==> config.mk <==
export PLATFORM = sky130hd
export DESIGN_NAME = lsu
export DESIGN_NICKNAME = d
export VERILOG_FILES = /design/src/rtl/lsu_pkg.sv /design/src/rtl/lsu_align.sv /design/src/rtl/lsu.sv
export SDC_FILE = /design/constraint.sdc
export NUM_CORES = 1
export LEC_CHECK = 0
export ABC_AREA = 1
export BUFFER_PORTS_ARGS = -buffer_cell sky130_fd_sc_hd__buf_4
export CORE_MARGIN = 4
export CORE_UTILIZATION = 35
export CTS_CLUSTER_DIAMETER = 40
export DETAILED_ROUTE_END_ITERATION = 7
export GPL_ROUTABILITY_DRIVEN = 0
export SETUP_SLACK_MARGIN = 0.4
export SLEW_MARGIN = 20
export SYNTH_ARGS = -nofsm -noshare
export SYNTH_HDL_FRONTEND = slang
export SYNTH_SLANG_ARGS = --single-unit
==> constraint.sdc <==
create_clock -name clk -period 1.8 [get_ports clk]
set_clock_uncertainty 0.15 [all_clocks]
set_input_delay 0.27 -clock clk [delete_from_list [all_inputs] [get_ports clk]]
set_output_delay 0.27 -clock clk [all_outputs]
set_load 0.05 [all_outputs]
==> src/rtl/lsu_pkg.sv <==
// lsu_pkg: shared types and funct3 decode for the load/store unit.
// Used by lsu and lsu_align.
package lsu_pkg;

  typedef enum logic [1:0] {
    IDLE,
    REQ,
    WAIT,
    DONE
  } lsu_state_t;

  typedef enum logic [1:0] {
    SZ_B,
    SZ_H,
    SZ_W
  } lsu_size_t;

  localparam logic [2:0] F3_B  = 3'b000;
  localparam logic [2:0] F3_H  = 3'b001;
  localparam logic [2:0] F3_W  = 3'b010;
  localparam logic [2:0] F3_BU = 3'b100;
  localparam logic [2:0] F3_HU = 3'b101;

  // Stores only know B/H/W; anything else is a word.
  function automatic lsu_size_t f3_size(
    input logic [2:0] f3,
    input logic       st
  );
    if (f3 == F3_B || (!st && f3 == F3_BU))
      return SZ_B;
    if (f3 == F3_H || (!st && f3 == F3_HU))
      return SZ_H;
    return SZ_W;
  endfunction

  function automatic logic is_misaligned(
    input lsu_size_t  sz,
    input logic [1:0] a
  );
    return (sz == SZ_H && a[0]) ||
           (sz == SZ_W && a != 2'b00);
  endfunction

endpackage

==> src/rtl/lsu_align.sv <==
// lsu_align: byte-enable generation, store lane steering
// and load extraction/extension (combinational).
module lsu_align
  import lsu_pkg::*;
(
  input  lsu_size_t   i_size,
  input  logic        i_sext,
  input  logic [1:0]  i_addr,
  input  logic [31:0] i_wdata,
  input  logic [31:0] i_rdata,
  output logic [3:0]  o_be,
  output logic [31:0] o_wdata,
  output logic [31:0] o_rdata
);

  logic [7:0]  w_byte;
  logic [15:0] w_half;

  assign w_byte = i_rdata[{i_addr, 3'b000} +: 8];
  assign w_half = i_addr[1] ? i_rdata[31:16]
                            : i_rdata[15:0];

  // Lane select by access size; low bits beyond size ignored.
  always_comb begin
    o_be    = 4'b1111;
    o_wdata = i_wdata;
    o_rdata = i_rdata;
    unique case (1'b1)
      (i_size == SZ_B): begin
        o_be    = 4'b0001 << i_addr;
        o_wdata = {4{i_wdata[7:0]}};
        o_rdata = {{24{i_sext & w_byte[7]}}, w_byte};
      end
      (i_size == SZ_H): begin
        o_be    = i_addr[1] ? 4'b1100 : 4'b0011;
        o_wdata = {2{i_wdata[15:0]}};
        o_rdata = {{16{i_sext & w_half[15]}}, w_half};
      end
      default: begin
        o_be    = 4'b1111;
        o_wdata = i_wdata;
        o_rdata = i_rdata;
      end
    endcase
  end

endmodule

==> src/rtl/lsu.sv <==
// lsu: memory-stage load/store unit, req/gnt/rvalid port.
// Option: LSU_MISALIGN_TRAP_EN enables the misaligned trap.
module lsu
  import lsu_pkg::*;
#(
  parameter int ADDR_WIDTH = 32
) (
  input  logic                  clk,
  input  logic                  rst,
  input  logic [31:0]           ALUout,
  input  logic [31:0]           store_data,
  input  logic                  mem_read,
  input  logic                  mem_write,
  input  logic [2:0]            funct3,
  output logic                  stall,
  output logic [31:0]           load_result,
  output logic                  done,
  output logic                  misaligned,
  output logic                  dmem_req,
  output logic                  dmem_we,
  output logic [ADDR_WIDTH-1:0] dmem_addr,
  output logic [3:0]            dmem_be,
  output logic [31:0]           dmem_wdata,
  input  logic                  dmem_gnt,
  input  logic                  dmem_rvalid,
  input  logic [31:0]           dmem_rdata
);

  lsu_state_t            r_state;
  lsu_state_t            w_state_nxt;
  logic [ADDR_WIDTH-1:0] r_addr;
  logic [31:0]           r_wdata;
  logic [2:0]            r_f3;
  logic                  r_we;
  logic [31:0]           r_load_result;
  logic                  w_go;
  logic                  w_trap;
  logic                  w_req;
  lsu_size_t             w_size;
  logic [3:0]            w_be;
  logic [31:0]           w_wdata;
  logic [31:0]           w_ext;

  assign w_go = mem_read | mem_write;

`ifdef LSU_MISALIGN_TRAP_EN
  logic r_mis;
  assign w_trap = is_misaligned(
    f3_size(funct3, mem_write), ALUout[1:0]);
  assign misaligned = (r_state == DONE) & r_mis;
`else
  assign w_trap     = 1'b0;
  assign misaligned = 1'b0;
`endif

  // State register.
  always_ff @(posedge clk) begin
    if (rst)
      r_state <= IDLE;
    else
      r_state <= w_state_nxt;
  end

  // Next-state: accept, wait for grant, wait for read data.
  always_comb begin
    w_state_nxt = r_state;
    unique case (r_state)
      IDLE:
        if (w_go)
          w_state_nxt = w_trap ? DONE : REQ;
      REQ:
        if (dmem_gnt)
          w_state_nxt = r_we ? DONE : WAIT;
      WAIT:
        if (dmem_rvalid)
          w_state_nxt = DONE;
      default:
        w_state_nxt = IDLE;
    endcase
  end

  // Latch the request on accept and capture load data.
  always_ff @(posedge clk) begin
    if (rst) begin
      r_addr        <= '0;
      r_wdata       <= '0;
      r_f3          <= '0;
      r_we          <= 1'b0;
      r_load_result <= '0;
`ifdef LSU_MISALIGN_TRAP_EN
      r_mis         <= 1'b0;
`endif
    end else begin
      if (r_state == IDLE && w_go) begin
        r_addr  <= ALUout[ADDR_WIDTH-1:0];
        r_wdata <= store_data;
        r_f3    <= funct3;
        r_we    <= mem_write;
`ifdef LSU_MISALIGN_TRAP_EN
        r_mis   <= w_trap;
        if (w_trap && !mem_write)
          r_load_result <= '0;
`endif
      end
      if (r_state == WAIT && dmem_rvalid)
        r_load_result <= w_ext;
    end
  end

  assign w_size = f3_size(r_f3, r_we);

  lsu_align u_align (
    .i_size  (w_size),
    .i_sext  (~r_f3[2]),
    .i_addr  (r_addr[1:0]),
    .i_wdata (r_wdata),
    .i_rdata (dmem_rdata),
    .o_be    (w_be),
    .o_wdata (w_wdata),
    .o_rdata (w_ext)
  );

  assign w_req       = (r_state == REQ);
  assign dmem_req    = w_req;
  assign dmem_we     = w_req & r_we;
  assign dmem_be     = w_req ? w_be : 4'b0000;
  assign dmem_wdata  = dmem_we ? w_wdata : 32'h0;
  assign dmem_addr   = {r_addr[ADDR_WIDTH-1:2], 2'b00};
  assign done        = (r_state == DONE);
  assign stall       = w_go & (r_state != DONE);
  assign load_result = r_load_result;

endmodule

Word-level counts from Yosys, hierarchy flattened
Index checks and enable logic that the tools add are counted.
W data, S select, Z words.
{"block": "word_totals", "input_bits": 105, "ff_bits": 102, "output_inout_bits": 105}
{"block": "op_classes", "bitwise": 6, "n_reduce_logical": 11, "n_shift": 2, "mux": 19, "n_eq_ne": 11}
{"op": "$pmux W32 S2", "n": 2}
{"op": "$mux W32", "n": 1}
{"op": "$shiftx A32 B6 Y8", "n": 1}
{"op": "$mux W16", "n": 1}
{"op": "$mux W2", "n": 7}
{"op": "$mux W4", "n": 2}
{"op": "$ne A2 B2 Y1 const B", "n": 4}
{"op": "$pmux W4 S2", "n": 1}
{"op": "$eq A3 B3 Y1 const B", "n": 2}
{"op": "$pmux W2 S3", "n": 1}
{"op": "$and A1 B1 Y1", "n": 4}
{"op": "$eq A2 B1 Y1 const B", "n": 2}
{"op": "$eq A2 B2 Y1 const B", "n": 2}
{"op": "$logic_and A1 B1 Y1", "n": 4}
{"op": "$logic_not A2 Y1", "n": 2}
{"op": "$mux W1", "n": 4}
{"op": "$shl A1 B2 Y4 const A", "n": 1}
{"op": "$eq A3 B1 Y1 const B", "n": 1}
{"op": "$logic_not A3 Y1", "n": 1}
{"op": "$reduce_and A3 Y1", "n": 1}
{"op": "$logic_or A1 B1 Y1", "n": 2}
{"op": "$logic_not A1 Y1", "n": 1}
{"op": "$not A1 Y1", "n": 1}
{"op": "$or A1 B1 Y1", "n": 1}

Longest topological paths before layout
{"block": "depth", "ltp_word": 10, "depth_mapped": 10, "mapped_depth_nobuf": 8}

Cells and area by module
Synthesis repeated with hierarchy kept, for this count alone.
{"block": "unflattened", "cells_unflattened": 802, "area_unflattened_um2": 5290.1}
{"mod": "lsu", "cells_per_inst": 575, "area_per_inst_um2": 4141.5, "instances": 1, "seq_area_each_um2": 2042.0}
{"mod": "lsu_align", "cells_per_inst": 227, "area_per_inst_um2": 1148.6, "instances": 1, "seq_area_each_um2": 0.0}

Least setup slack after synthesis
No wires, ideal clock.
{"block": "synth_timing", "path_type": "reg-to-output", "from": "register r_state[1]", "to": "output port dmem_wdata[19]", "path_buffers": 1, "slack_ns": -1.180, "t_required_ns": 1.380, "arrival_time_ns": 2.560, "stages_incl_launch_ff": 8, "path_cell_list": "dfxtp_1 -> inv_1 -> ha_1 -> nand2_1 -> inv_2 -> buf_2 -> o21ai_0 -> a21oi_1"}
{"block": "synth_between", "elab_chain_len": 3}
{"item": "from (decl)", "line_no": "lsu.sv:29", "source": "lsu_state_t r_state;"}
{"item": "from (signal assigned)", "line_no": "lsu.sv:61", "source": "r_state <= w_state_nxt;"}
{"item": "$eq A2 B1 Y1", "line_no": "lsu.sv:123", "source": "assign w_req = (r_state == REQ);"}
{"item": "named net dmem_req", "line_no": "lsu.sv:19", "source": "output logic dmem_req,"}
{"item": "$and A1 B1 Y1", "line_no": "lsu.sv:125", "source": "assign dmem_we = w_req & r_we;"}
{"item": "named net dmem_we", "line_no": "lsu.sv:20", "source": "output logic dmem_we,"}
{"item": "$mux W32", "line_no": "lsu.sv:127", "source": "assign dmem_wdata = dmem_we ? w_wdata : 32'h0;"}
{"item": "to (decl)", "line_no": "lsu.sv:23", "source": "output logic [31:0] dmem_wdata,"}
The timed path passes the listed nets, and every way through them passes these cells.

Worst setup path after layout
{"block": "layout_timing", "from": "register r_f3[2]", "to": "output port dmem_wdata[8]"}
{"block": "layout_between", "elab_chain_len": 10}
{"item": "from (decl)", "line_no": "lsu.sv:33", "source": "logic [2:0] r_f3;"}
{"item": "from (signal assigned)", "line_no": "lsu.sv:97", "source": "r_f3 <= funct3;"}
{"item": "$eq A3 B3 Y1", "line_no": "lsu_pkg.sv:31", "source": "if (f3 == F3_H || (!st && f3 == F3_HU))"}
{"item": "$logic_and A1 B1 Y1", "line_no": "lsu_pkg.sv:31"}
{"item": "$logic_or A1 B1 Y1", "line_no": "lsu_pkg.sv:31"}
{"item": "$mux W1 (2 in series)", "line_no": "lsu_pkg.sv:31"}
{"item": "$mux W2", "line_no": "lsu_pkg.sv:33", "source": "return SZ_W;"}
{"item": "$mux W2 *", "line_no": "lsu_pkg.sv:31"}
{"item": "$eq A2 B1 Y1 or $logic_not A2 Y1 (tied branches)", "line_no": "lsu_align.sv:34, lsu_align.sv:29"}
{"item": "$pmux W32 S2 *", "line_no": "lsu_align.sv:28", "source": "unique case (1'b1)"}
{"item": "$mux W32 *", "line_no": "lsu.sv:127"}
Mark *: on every way between the ends. The rest lies on a longest branch, timed or not. The select of a mux whose other input is x is not followed.

==> results by group <==
Status
  – Status: finished, violations left
  – Failing checks: negative setup slack

Drt
  – 1st-iter DRT viols: slightly below 400
  – Routed WL: 24,000 um
  – DRC viols: 0
  – DR pass1 iterations: 5
  – Vias per cell: 5.05
  – DR WL/cell: 18.5 um
  – Total number of vias: 6,535
  – Routed Antenna Nets: 0

Final layout
  – Fillers: 1,061
  – Layout cells sized above 1: a little under three fifths
  – Synthesis-to-finish area growth: 103%
  – Post-route insts no fill: 1,294
  – Antenna cells: 0
  – NumNets Final: ~1,200

Setup path
  – Reg2Reg Depth: 13
  – Worst R2R Start: r_state[0]$_SDFFE_PP0P_
  – Startpoint Class: register
  – Max Fanout on Critical Path: 5
  – Critical path type: reg -> out
  – Worst reg2reg endpoint: r_wdata[25]$_SDFFE_PP0P_
  – Slowest Stage Delay on Critical Path: approximately 0.36 ns
  – Worst endpoint data arrival time: 1.68 ns
  – Crit end category: output port
  – Slowest stage cell, crit path: dfxtp_2
  – R2R setup slack: -0.20 ns
  – Cell mode on critical path: o21ai_2
  – Cell Chain, Critical Path: nand2_4, nand2_8, clkinvlp_4, o21ai_2, o21ai_2, a21oi_4, buf_6
  – Worst EP required: ~1.4 ns

Pwr
  – Leakage: 4.75 nW
  – Worst vdd ir: 1360 uV
  – PD cells: 1560 nW/um2
  – Total power: between 15 and 20 mW

Clock network
  – Sinks on Clock Net: 102
  – Clock Tree Buf Depth: 2
  – H-tree levels: 3
  – CTS Buf Count: 9
  – Clk_lat worst skew: around 0.35 ns
  – Clk root buf: clkbuf_16
  – CTS tree: done
  – CTS clk-pin slew, worst paths: 0.07 ns

Global route
  – GRT Residual Overflow: 0
  – GR Util All Layers: 24.5%
  – Largest net degree at the start of global routing: 42
  – First-pass GRT wire length: around 34,000 um
  – Number of global-route vias before repair: 6,407
  – Initial antenna violation count: 0

Logic synthesis
  – Post-synth ARST share: 0%
  – Post-Syn Area: about 5400 um2
  – Main combinational cell family by area after synthesis: simple AND/OR/NAND/NOR gates
  – Synth Warn #: 0
  – Top post-synthesis cells by count: nor2_1, nand2_1, dfxtp_1
  – Ys flop type: dfxtp_1
  – Compound-cell area share of the yosys netlist: 19.1%
  – Mux cell area share after synthesis: 0%
  – Mean area per synthesized cell: 6.58 um2
  – EDFF count, synth: 0
  – Synth Instances: just over 800
  – Area share of and/or/nand/nor cells after synthesis: between 20 and 30%
  – Top cells by area, synth: dfxtp_1, nor2_1, o21ai_0
  – Adder-Cell Fraction of Synth Area: less than 1%
  – Top cell type by total area after synthesis: dfxtp_1
  – Xor/xnor cell area share of the yosys netlist: 0%
  – Share of Yosys cell area claimed by the top area cell type: about two fifths
  – Most numerous cell in the Yosys netlist: nor2_1
  – Synthesis-stage register bit count: approximately 100
  – Sequential area share after synthesis: 38.0%
  – Synth unique cells: 31

Placement
  – Dpl hpwl: 13,500 um
  – Placed Instances: 1,171
  – I/O Buffers: 206

Timing
  – Final setup fails: 132
  – Worst hold slack: 0.00931 ns
  – Final hold vios: 0
  – Rel. slew slack: 66.4%
  – Worst Slack Setup Final: -0.301 ns
  – Fmax: between 0.4 and 0.5 GHz
  – Fin crit period: about 2.1 ns
  – Max-slew violations: 0
  – Setup TNS: -17.25 ns
  – Final Cycle Share: 117%
  – Setup repair after global routing missed its margin: yes
  – Worst slew pin tran: 0.503 ns

Flow run
  – Max Cap Viol: 0

Floorplanning
  – # IOs: 210
  – Site row count: 45
  – Starting Density: 35.6%
  – Die Area: around 17,000 um2
  – CORE AREA: 15,100 um2
  – Chip Height: between 100 and 150 um
  – Die Span X: about 130 um

Worst hold path
  – Worst Hold End: r_wdata[31]$_SDFFE_PP0P_
  – Hold depth: 3
  – Hold/Removal Path Class: in -> reg
  – Hold Path Origin: store_data[31]
-- cell usage in the layout, fill, tap and decap left out, drive strengths merged --
| master | n |
|---|---|
| o21ai | 122 |
| or2 | 7 |
| nand2 | 122 |
| dlygate4sd3 | 42 |
| clkbuf | 15 |
| clkinvlp | 1 |
| nand4 | 8 |
| clkinv | 10 |
| nor2 | 195 |
| buf | 303 |
| nand3 | 26 |
| a31oi | 2 |
| inv | 76 |
| conb | 3 |
| nor3 | 2 |
| o211ai | 7 |
| dfxtp | 102 |
| o22ai | 1 |
| a21oi | 57 |
| ha | 4 |
| o21a | 1 |
-- worst max-delay path, delay by kind of cell (launching register included) --
family	cells	cell delay [ns]
compound gates	3	0.41
simple gates	2	0.19
flops	1	0.36
buf+inv	2	0.35
-- logic make-up after synthesis --
| group | Yosys count |
|---|---|
| simple gates | 360 |
| fa+ha+maj | 4 |
| flops | 102 |
| buf+inv | 159 |
| compound gates | 190 |
| other cells | 1 |
-- final cells by class --
type                       instances  area [um2]  share of cell area [%]
multi-input combinational        557        4070                    37.3
timing repair buffer             351        3840                    35.2
sequential                       102        2060                    18.9
inverter                          75         339                    3.11
tap                              188         235                    2.15
clock buffer                       9         225                    2.06
clock inverter                     7        76.3                   0.699
timing repair inverter             5        67.6                   0.619
-- state kept, by name (all words and copies together) (netlist names) --
signal       flops
load_result     32
r_addr          32
r_f3             3
r_state          2
r_wdata         32
r_we             1
-- worst max-delay path by stage --
stage                                  from             end  slack, ns  depth (start not counted)
finish                 r_f3[2]$_SDFFE_PP0P_   dmem_wdata[8]      -0.30                          7
global route           r_f3[2]$_SDFFE_PP0P_   dmem_wdata[8]      -0.34                          7
CTS                 r_state[1]$_SDFFE_PP0P_  dmem_wdata[22]      -0.20                          8
detailed placement     r_f3[1]$_SDFFE_PP0P_  dmem_wdata[30]      0.003                          7
global placement       r_f3[1]$_SDFFE_PP0P_  dmem_wdata[22]       0.04                          7
floorplan           r_state[1]$_SDFFE_PP0P_  dmem_wdata[15]      -0.04                          7
-- report_power, final --
group	internal [mW]	switching, mW
sequential	2.92	0.527
clock	0.984	1.00
combinational	5.01	6.57
-- layer usage --
layer | vias to the layer above | share of wire (%) | global-route usage, % | routed length [um]
met4 | 0 | 3.8 | 9.22 | 903
li1 | 3145 | - | - | -
met2 | 246 | 50 | 41.9 | 12000
met1 | 3083 | 39 | 29.4 | 9400
met3 | 61 | 7.0 | 6.83 | 1690
met5 | - | 0 | 0 | 0
-- metrics by stage --
stage	instance area, um2	utilization (%)	setup slack (ns)
after floorplan	6010	-	-0.0425
after global placement	7560	50.1	0.0364
after detailed placement	7560	50.1	0.00330
after CTS	9810	65.0	-0.201
after global routing	10900	72.3	-0.344
final	10900	72.3	-0.301
-- what timing repair did --
action | 4_1_cts | 5_1_grt
hold buffers | 42 | 0
endpoints found under the setup margin | 142 | 144
hold endpoints to repair | 42 | 0
pin swaps | 36 | 35
gates resized for setup | 269 | 217
cloned | 18 | 8
buffers inserted | 29 | 10
Note: power is estimated with default switching activity, not from simulation.
